`config.mk`:
```
export PLATFORM = sky130hd
export DESIGN_NAME = sync_fifo_ctrl
export DESIGN_NICKNAME = d
export VERILOG_FILES = /design/src/rtl/fifo_pkg.sv /design/src/rtl/fifo_ram_sp.sv /design/src/rtl/sync_fifo_ctrl.sv
export SDC_FILE = /design/constraint.sdc
export NUM_CORES = 1
export LEC_CHECK = 0
export ABC_AREA = 1
export CAP_MARGIN = 40
export CELL_PAD_IN_SITES_DETAIL_PLACEMENT = 0
export CELL_PAD_IN_SITES_GLOBAL_PLACEMENT = 1
export CORE_ASPECT_RATIO = 1.75
export CORE_MARGIN = 2
export CORE_UTILIZATION = 40
export CTS_CLUSTER_SIZE = 40
export DETAILED_ROUTE_END_ITERATION = 8
export PLACE_DENSITY_LB_ADDON = 0.1
export SYNTH_ARGS = -nofsm -noshare
export SYNTH_HDL_FRONTEND = slang
export SYNTH_HIERARCHICAL = 1
export SYNTH_SLANG_ARGS = --single-unit
export TNS_END_PERCENT = 10
```
`constraint.sdc`:
```
create_clock -name clk -period 2.9 [get_ports clk]
set_input_delay 0.435 -clock clk [delete_from_list [all_inputs] [get_ports clk]]
set_output_delay 0.435 -clock clk [all_outputs]
set_load 0.01 [all_outputs]
```
`src/rtl/fifo_pkg.sv`:
```
// ----------------------------------------------------------------------------
// fifo_pkg
// Shared definitions for the synchronous FIFO family.
//   FIFO_STD / FIFO_FWFT : values for the FWFT parameter of sync_fifo_ctrl
//   ptr_width()          : read/write pointer width for a given depth
//                          (address bits plus one wrap bit)
// ----------------------------------------------------------------------------
package fifo_pkg;

    localparam int FIFO_STD  = 0;
    localparam int FIFO_FWFT = 1;

    function automatic int ptr_width(input int depth);
        return $clog2(depth) + 1;
    endfunction

endpackage

```
`src/rtl/fifo_ram_sp.sv`:
```
// ----------------------------------------------------------------------------
// fifo_ram_sp
// Simple dual-port register array: synchronous write, registered read.
// Read data updates only on i_rd_en and otherwise holds its last value.
// A read and a write to the same address in one cycle return the old word.
// Ports:
//   i_clk, i_rstn           clock, synchronous active-low reset (read reg only)
//   i_wr_en/addr/data       write port
//   i_rd_en/addr            read port
//   o_rd_data               registered read data
// ----------------------------------------------------------------------------
module fifo_ram_sp #(
    parameter int DWIDTH = 16,
    parameter int DEPTH  = 8,
    parameter int AW     = 3
) (
    input  logic              i_clk,
    input  logic              i_rstn,
    input  logic              i_wr_en,
    input  logic [AW-1:0]     i_wr_addr,
    input  logic [DWIDTH-1:0] i_wr_data,
    input  logic              i_rd_en,
    input  logic [AW-1:0]     i_rd_addr,
    output logic [DWIDTH-1:0] o_rd_data
);

    logic [DWIDTH-1:0] r_mem [DEPTH];
    logic [DWIDTH-1:0] r_rd_data;

    always_ff @(posedge i_clk) begin
        if (i_wr_en) begin
            r_mem[i_wr_addr] <= i_wr_data;
        end
    end

    always_ff @(posedge i_clk) begin
        if (!i_rstn) begin
            r_rd_data <= '0;
        end else if (i_rd_en) begin
            r_rd_data <= r_mem[i_rd_addr];
        end
    end

    assign o_rd_data = r_rd_data;

endmodule

```
`src/rtl/sync_fifo_ctrl.sv`:
```
// ----------------------------------------------------------------------------
// sync_fifo_ctrl
// Single-clock FIFO with standard (1-cycle read latency) or first-word-
// fall-through output, occupancy count, almost-full/empty thresholds,
// sticky overflow/underflow flags and synchronous flush.
// Ports:
//   clk, rstn            clock, synchronous active-low reset
//   flush, clr_err       empty the FIFO / clear the sticky error flags
//   wr_en, din           write request and data
//   rd_en                read request (FWFT: acknowledge of dout)
//   dout, dout_valid     read data and its qualifier
//   empty, full          count == 0 / count == DEPTH
//   almost_full/empty    count >= AFULL_THRESH / count <= AEMPTY_THRESH
//   count                words held, 0..DEPTH
//   overflow, underflow  sticky error flags
// ----------------------------------------------------------------------------
module sync_fifo_ctrl
    import fifo_pkg::*;
#(
    parameter int DWIDTH        = 16,
    parameter int DEPTH         = 8,
    parameter int FWFT          = FIFO_STD,
    parameter int AFULL_THRESH  = DEPTH - 2,
    parameter int AEMPTY_THRESH = 2,
    parameter int CW            = $clog2(DEPTH) + 1
) (
    input  logic              clk,
    input  logic              rstn,
    input  logic              flush,
    input  logic              clr_err,
    input  logic              wr_en,
    input  logic [DWIDTH-1:0] din,
    input  logic              rd_en,
    output logic [DWIDTH-1:0] dout,
    output logic              dout_valid,
    output logic              empty,
    output logic              full,
    output logic              almost_full,
    output logic              almost_empty,
    output logic [CW-1:0]     count,
    output logic              overflow,
    output logic              underflow
);

    localparam int PW = ptr_width(DEPTH);
    localparam int AW = PW - 1;
    localparam logic IS_FWFT = (FWFT == FIFO_FWFT);
    localparam logic [CW-1:0] DEPTH_C = CW'(DEPTH);
    localparam logic [CW-1:0] AF_C    = CW'(AFULL_THRESH);
    localparam logic [CW-1:0] AE_C    = CW'(AEMPTY_THRESH);

    if ((DEPTH < 2) || ((DEPTH & (DEPTH - 1)) != 0)) begin : g_err_depth
        $error("sync_fifo_ctrl: DEPTH must be a power of two >= 2");
    end
    if (AFULL_THRESH > DEPTH) begin : g_err_afull
        $error("sync_fifo_ctrl: AFULL_THRESH must not exceed DEPTH");
    end
    if (AEMPTY_THRESH >= DEPTH) begin : g_err_aempty
        $error("sync_fifo_ctrl: AEMPTY_THRESH must be below DEPTH");
    end

    logic [PW-1:0]     r_wr_ptr;
    logic [PW-1:0]     r_rd_ptr;
    logic [CW-1:0]     r_count;
    logic              r_dv;
    logic              r_ovf;
    logic              r_udf;
    logic              r_byp_sel;
    logic [DWIDTH-1:0] r_byp_data;

    logic              w_empty;
    logic              w_full;
    logic              w_rd_acc;
    logic              w_wr_acc;
    logic              w_ram_has;
    logic              w_fill;
    logic              w_bypass;
    logic              w_ram_wr;
    logic              w_ram_rd;
    logic              w_ovf_evt;
    logic              w_udf_evt;
    logic [DWIDTH-1:0] w_ram_rd_data;

    assign w_empty  = (r_count == '0);
    assign w_full   = (r_count == DEPTH_C);
    assign w_rd_acc = rd_en & ~w_empty;
    assign w_wr_acc = wr_en & (~w_full | w_rd_acc);

    // In FWFT mode the head word sits in the RAM read register (or the bypass
    // register), so the RAM pointers only span the words behind the head.
    assign w_ram_has = (r_wr_ptr != r_rd_ptr);
    assign w_fill    = w_empty | w_rd_acc;
    // A word written while nothing else is queued goes straight to the output
    // register; going through the RAM would cost an extra cycle.
    assign w_bypass  = IS_FWFT & w_fill & ~w_ram_has & w_wr_acc;

    assign w_ram_wr = rstn & ~flush & w_wr_acc & ~w_bypass;
    assign w_ram_rd = rstn & ~flush & (IS_FWFT ? (w_fill & w_ram_has) : w_rd_acc);

    assign w_ovf_evt = wr_en & w_full & ~w_rd_acc;
    assign w_udf_evt = rd_en & w_empty;

    fifo_ram_sp #(
        .DWIDTH (DWIDTH),
        .DEPTH  (DEPTH),
        .AW     (AW)
    ) u_ram (
        .i_clk     (clk),
        .i_rstn    (rstn),
        .i_wr_en   (w_ram_wr),
        .i_wr_addr (r_wr_ptr[AW-1:0]),
        .i_wr_data (din),
        .i_rd_en   (w_ram_rd),
        .i_rd_addr (r_rd_ptr[AW-1:0]),
        .o_rd_data (w_ram_rd_data)
    );

    always_ff @(posedge clk) begin
        if (!rstn) begin
            r_wr_ptr   <= '0;
            r_rd_ptr   <= '0;
            r_count    <= '0;
            r_dv       <= 1'b0;
            r_ovf      <= 1'b0;
            r_udf      <= 1'b0;
            r_byp_sel  <= 1'b0;
            r_byp_data <= '0;
        end else if (flush) begin
            r_wr_ptr <= '0;
            r_rd_ptr <= '0;
            r_count  <= '0;
            r_dv     <= 1'b0;
            r_ovf    <= r_ovf & ~clr_err;
            r_udf    <= r_udf & ~clr_err;
        end else begin
            if (w_ram_wr) begin
                r_wr_ptr <= r_wr_ptr + PW'(1);
            end
            if (w_ram_rd) begin
                r_rd_ptr <= r_rd_ptr + PW'(1);
            end
            case ({w_wr_acc, w_rd_acc})
                2'b10:   r_count <= r_count + CW'(1);
                2'b01:   r_count <= r_count - CW'(1);
                default: r_count <= r_count;
            endcase
            r_dv <= w_rd_acc;
            if (w_bypass) begin
                r_byp_sel  <= 1'b1;
                r_byp_data <= din;
            end else if (w_ram_rd) begin
                r_byp_sel  <= 1'b0;
            end
            // A set event wins over a simultaneous clear.
            r_ovf <= w_ovf_evt | (r_ovf & ~clr_err);
            r_udf <= w_udf_evt | (r_udf & ~clr_err);
        end
    end

    assign dout         = (IS_FWFT && r_byp_sel) ? r_byp_data : w_ram_rd_data;
    assign dout_valid   = IS_FWFT ? ~w_empty : r_dv;
    assign empty        = w_empty;
    assign full         = w_full;
    assign almost_full  = (r_count >= AF_C);
    assign almost_empty = (r_count <= AE_C);
    assign count        = r_count;
    assign overflow     = r_ovf;
    assign underflow    = r_udf;

endmodule
```
* After elaboration in Yosys (flattened, before gate mapping)
Memory sizes are Yosys's and may differ from the RTL's. A register that Yosys moved wholly into a read port is not among the register bits.
Cells that the tools add are included.
** Word-level totals
- Output and inout bits :: 27
- Input port bits :: 22
- Memories kept :: 1
- Register bits :: 15
- RAM bits :: 128
- Word-level logic and storage cells :: 44
** Cells by class
- Reduce and logical (&&, ||, !) cells :: 4
- Add/sub/neg operators :: 4
- Muxes and demuxes :: 5
- Magnitude comparators :: 2
- Bitwise operators :: 19
- Equal/unequal tests :: 3
** Memories
- u_ram.r_mem :: words 8, width 16, rd ports 1, clocked after Yosys merged registers in 1, wr ports 1, RTL line fifo_ram_sp.sv:27 : logic [DWIDTH-1:0] r_mem [DEPTH];
** Operators by type and width (count)
- $add A4 B1 Y4 const B :: 3
- $and A1 B1 Y1 :: 10
- $pmux W4 S2 :: 1
- $not A1 Y1 :: 6
- $eq A4 B4 Y1 const B :: 1
- $ge A4 B3 Y1 const B :: 1
- $le A4 B2 Y1 const B :: 1
- $logic_not A4 Y1 :: 1
- $mux W1 :: 4
- $sub A4 B1 Y4 const B :: 1
- $or A1 B1 Y1 :: 3
- $eq A2 B1 Y1 const B :: 1
- $eq A2 B2 Y1 const B :: 1
- $reduce_bool A2 Y1 :: 1
- $reduce_or A2 Y1 :: 1
- $logic_not A1 Y1 :: 1

* Depth between registers and ports, before layout
- Depth after elaboration :: 8
- Gate-level depth with buffers :: 13
- Mapped depth without buffers :: 13

* Cells and area by module
The synthesis kept the hierarchy.
** By module, submodules not included
- fifo_ram_sp :: area an instance 6144.6 µm², sequential area each 4164.0 µm², cells each 591, times used 1
- sync_fifo_ctrl :: area an instance 784.5 µm², sequential area each 260.2 µm², cells each 104, times used 1

* Worst setup path after synthesis
OpenSTA, ideal clock, no wires.
- Path type :: register to register
- Start :: register r_count[0] (netlist: count[0])
- End :: memory u_ram.r_mem[1][0], enable pin
- Buffers on the path :: 0
- Setup slack :: 0.803 ns
- Arrival :: 1.709 ns
- Library setup time :: 0.388 ns
- Period minus slack after synthesis :: 2.097 ns
- Cell stages (with the launch flop) :: 7
- Data required time :: 2.512 ns
- Cell sequence :: dfxtp_1 -> nor2_4 -> nand3_2 -> nand2_4 -> nor2_1 -> nand2_1 -> nor2_1
** On the way
- Word-level cells in the longest chain between the ends :: 8
- Elaborated cells between the ends (all ways) :: 10
- Classes of those cells :: eq/ne (1); mux (2); bitwise (6); reduce/logical (1)
** RTL lines
- from (decl) :: RTL line sync_fifo_ctrl.sv:64 : logic [CW-1:0] r_count;
- from (signal assigned) :: RTL line sync_fifo_ctrl.sv:143 : 2'b10: r_count <= r_count + CW'(1);
- from (signal assigned) :: RTL line sync_fifo_ctrl.sv:144 : 2'b01: r_count <= r_count - CW'(1);
- from (signal assigned) :: RTL line sync_fifo_ctrl.sv:145 : default: r_count <= r_count;
- $logic_not A4 Y1 :: RTL line sync_fifo_ctrl.sv:84 : assign w_empty = (r_count == '0);
- $not A1 Y1
- $and A1 B1 Y1 :: RTL line sync_fifo_ctrl.sv:86 : assign w_rd_acc = rd_en & ~w_empty;
- $or A1 B1 Y1 (*) :: RTL line sync_fifo_ctrl.sv:87 : assign w_wr_acc = wr_en & (~w_full | w_rd_acc);
- $and A1 B1 Y1 (*) :: RTL line sync_fifo_ctrl.sv:87
- $and A1 B1 Y1 (*) :: RTL line sync_fifo_ctrl.sv:97 : assign w_ram_wr = rstn & ~flush & w_wr_acc & ~w_bypass;
- via w_ram_wr :: RTL line sync_fifo_ctrl.sv:78 : logic w_ram_wr;
- $mux W1 (*) :: RTL line fifo_ram_sp.sv:31 : if (i_wr_en) begin
- $mux W1 (implied by the code) (*) :: RTL line fifo_ram_sp.sv:32 : r_mem[i_wr_addr] <= i_wr_data;
- to (decl) :: RTL line fifo_ram_sp.sv:27
The timed path passes the listed nets; every way through them passes the cells marked *.

* Worst setup path after layout
- Start :: register r_count[2] (netlist: count[2])
- End :: output port almost_full
** On the way
- Word-level cells in the longest chain between the ends :: 1
** RTL lines
- $ge A4 B3 Y1 :: RTL line sync_fifo_ctrl.sv:164 : assign almost_full = (r_count >= AF_C);
- to (decl) :: RTL line sync_fifo_ctrl.sv:38 : output logic almost_full,
Every way passes these cells.

==> Flow_metrics.wiki <==
{| class="wikitable"
! Metric !! Value
|-
| Arrival time at the worst endpoint || 1830 ps
|-
| Net Sw Frac || 23.89%
|-
| Leakage power summed over all cells || 3.456 nW
|-
| Setup slack after layout || 631.5 ps
|-
| Net total in the final layout || 778
|-
| Synthesis Warnings || 6
|-
| Cell Area, Synth || 6929 um^2
|-
| Highest-count cells in the layout ignoring fill and taps || nand2_1 (165), inv_1 (146), edfxtp_1 (128)
|-
| Number of library cell types mapped by synthesis || 31
|-
| Final setup viols || 0
|-
| Part of the Yosys area used for sequential elements || 63.85%
|-
| Maximum operating frequency || 440.8 MHz
|-
| Number of vias after detailed routing || 4661
|-
| Number of antenna violations at the first check in global routing || 0
|-
| Area of placed instances || 7669 um^2
|-
| Number of buffers added by the clock tree synthesis step || 17
|-
| Final routed DRC violation total || 0
|-
| Sequential group share of total power || 51.0%
|-
| Number of global-route vias before repair || 4712
|-
| Post-CTS setup buffers || 0
|-
| Worst Path Required || 2470 ps
|-
| Setup TNS after final layout || 0 ps
|-
| Critical path capture point type || output pin
|-
| Post-route ant nets || 0
|-
| Via density per instance || 4.694
|-
| Worst Setup Start Kind || flip-flop
|-
| Max_slew headroom || 45.00%
|-
| Synthesized area per cell || 9.970 um^2
|-
| Fraction of layout cells with a size suffix above 1 || 11.75%
|-
| Area inside the core boundary || 16950 um^2
|-
| Design internal power || 3.694 mW
|-
| Wire length of the first global-routing pass || 24670 um
|-
| CTS tree || yes
|-
| Power spent charging and discharging nets || 1.160 mW
|-
| Quantity of hold-fixing buffers added after cts || 0
|-
| Library cell used as clock root buffer || clkbuf_16
|-
| Syn Nets || 720
|-
| Io pins || 49
|-
| Antenna Diode Count || 0
|-
| Fraction of power consumed by the clock network || 41.9%
|-
| RSZ-0062 raised after global routing || no
|-
| Effective utilization at floorplan || 40.89%
|-
| Final routed wirelength across all metal layers || 16030 um
|-
| Total number of clock tree sinks || 157
|-
| Time the worst path needs with I/O delays and setup || 2268 ps
|-
| Number of cells produced by synthesis || 695
|-
| FILL cells || 1576
|-
| First DRT Iteration DRCs || 288
|-
| Site Rows || 63
|-
| Post-route design area || 8209 um^2
|-
| H-tree levels || 4
|-
| Per-cell routed wire length || 16.14 um
|-
| Relative area change from synthesis to final layout || 18.47%
|-
| Buffer depth of the longest clock path || 2
|-
| Die height || 178.1 um
|-
| Post-cts resize count || 0
|-
| Number of max-capacitance violations reported || 0
|-
| Most frequent standard cell in the layout excluding fill and tap cells || nand2_1
|-
| Fin Hold WS || 486.5 ps
|-
| Power share of the combinational group || 7.0%
|-
| Largest clock skew in the final design || 9.785 ps
|-
| Post-placement setup slack || 438.0 ps
|-
| Final Hold Viols || 0
|-
| Worst voltage drop across the vdd grid || 315.4 uV
|-
| Type of the setup path with the least slack || flip-flop to output pin
|-
| Flop and latch count out of synthesis || 157
|-
| Clk pin slew, worst setup/hold paths || 60 ps
|-
| Number of detailed-routing iterations run before antenna repair || 7
|-
| Post-detailed-placement half-perimeter wirelength || 10650 um
|-
| Final Wtd Congestion || 0.7982
|-
| Worst Hold Class || flip-flop to flip-flop
|-
| Die area || 18430 um^2
|-
| Worst-path maximum fanout || 7
|-
| Count of final max-slew check failures || 0
|-
| Source-to-sink clock delay at the later pin of the worst-skew pair || 430 ps
|-
| Overall power || 4.853 mW
|-
| Die width || 103.5 um
|-
| Run status || complete, no violations
|-
| Worst Max-Slew Pin Slew || 823.8 ps
|-
| Pin count of the biggest net entering global routing || 67
|-
| Period Utilization, post-route || 78.22%
|-
| Global-route usage over all layers || 18.67%
|-
| Total congestion overflow || 0
|-
| Number of buffers inserted by port buffering || 48
|-
| Cell Pwr Density || 591.2 nW/um^2
|}
[cells by family (layout without fill, tap and decap cells)]
kind of cell | count (synthesis) | in the layout | synth area share (%)
xor+xnor | 2 | 2 | 0.2528
buf+inv | 182 | 253 | 11.16
flops | 157 | 157 | 63.85
fa+ha+maj | 3 | 3 | 0.5418
compound gates | 43 | 43 | 4.081
simple gates | 308 | 308 | 20.12
[metrics by stage]
stage,util (%),instances
after CTS,48.44,993
after global placement,45.25,961
after floorplan,-,695
after global routing,48.44,993
final,48.44,993
after detailed placement,45.25,961
[power groups by stage]
| stage | clock [mW] | combinational [mW] | sequential (mW) |
|---|---|---|---|
| global route | 2.16 | 0.379 | 2.48 |
| detailed placement | 0 | 0.347 | 2.53 |
| finish | 2.04 | 0.342 | 2.48 |
| floorplan | 0 | 0.191 | 2.53 |
| CTS | 2.08 | 0.349 | 2.48 |
| global placement | 0 | 0.346 | 2.52 |
[per-layer routing]
metal / global-route usage [%] / routed length, um
met5: 0 / 0
met4: 7.292 / 324
met3: 3.879 / 489
met2: 33.09 / 8651
met1: 21.55 / 6562
[state kept, by name, indices dropped and copies added (netlist names)]
name and flops:
u_ram/o_rd_data 16, r_wr_ptr 3, underflow 1, dout_valid 1, r_rd_ptr 3, overflow 1, u_ram/r_mem 128, count 4
[worst max-delay path, cell delays in order (launching register included)]
cell             delay [ps]
dfxtp_1                 480
inv_1                   170
o21ai_0                 190
clkdlybuf4s50_1         560
[cells in the mapped netlist (all sizes together)]
master | number | area (um^2)
a21oi | 19 | 155.1
buf | 24 | 170.2
clkbuf | 3 | 11.26
clkinv | 2 | 10.01
dfxtp | 29 | 580.6
edfxtp | 128 | 3844
ha | 3 | 37.54
inv | 153 | 581.8
nand2 | 170 | 679.4
nand3 | 105 | 550.5
nand4 | 4 | 25.02
nor2 | 27 | 126.4
nor4 | 1 | 6.260
o21ai | 22 | 110.1
o32ai | 2 | 17.52
or2 | 1 | 6.260
xor2 | 2 | 17.52
[layout make-up]
| cell class | count | area, um^2 | share of cell area (%) |
|---|---|---|---|
| well taps | 227 | 284.0 | 3.460 |
| flip-flops and latches | 157 | 4425 | 53.91 |
| clock buffers | 18 | 429.2 | 5.228 |
| clock inverters | 14 | 111.4 | 1.357 |
| inverters | 155 | 591.8 | 7.209 |
| multi-input cells | 356 | 1739 | 21.19 |
| repair buffers | 66 | 628.1 | 7.651 |
[path summary, 6_finish.rpt]
kind	slack, ps	end	cells past startpoint	start
min reg2reg	490	overflow	2	overflow
min	490	overflow	2	overflow
max	630	almost_full	3	count[2]
max reg2reg	1070	u_ram/r_mem[3][4]	7	count[0]
Power figures use the tool's default switching activity.
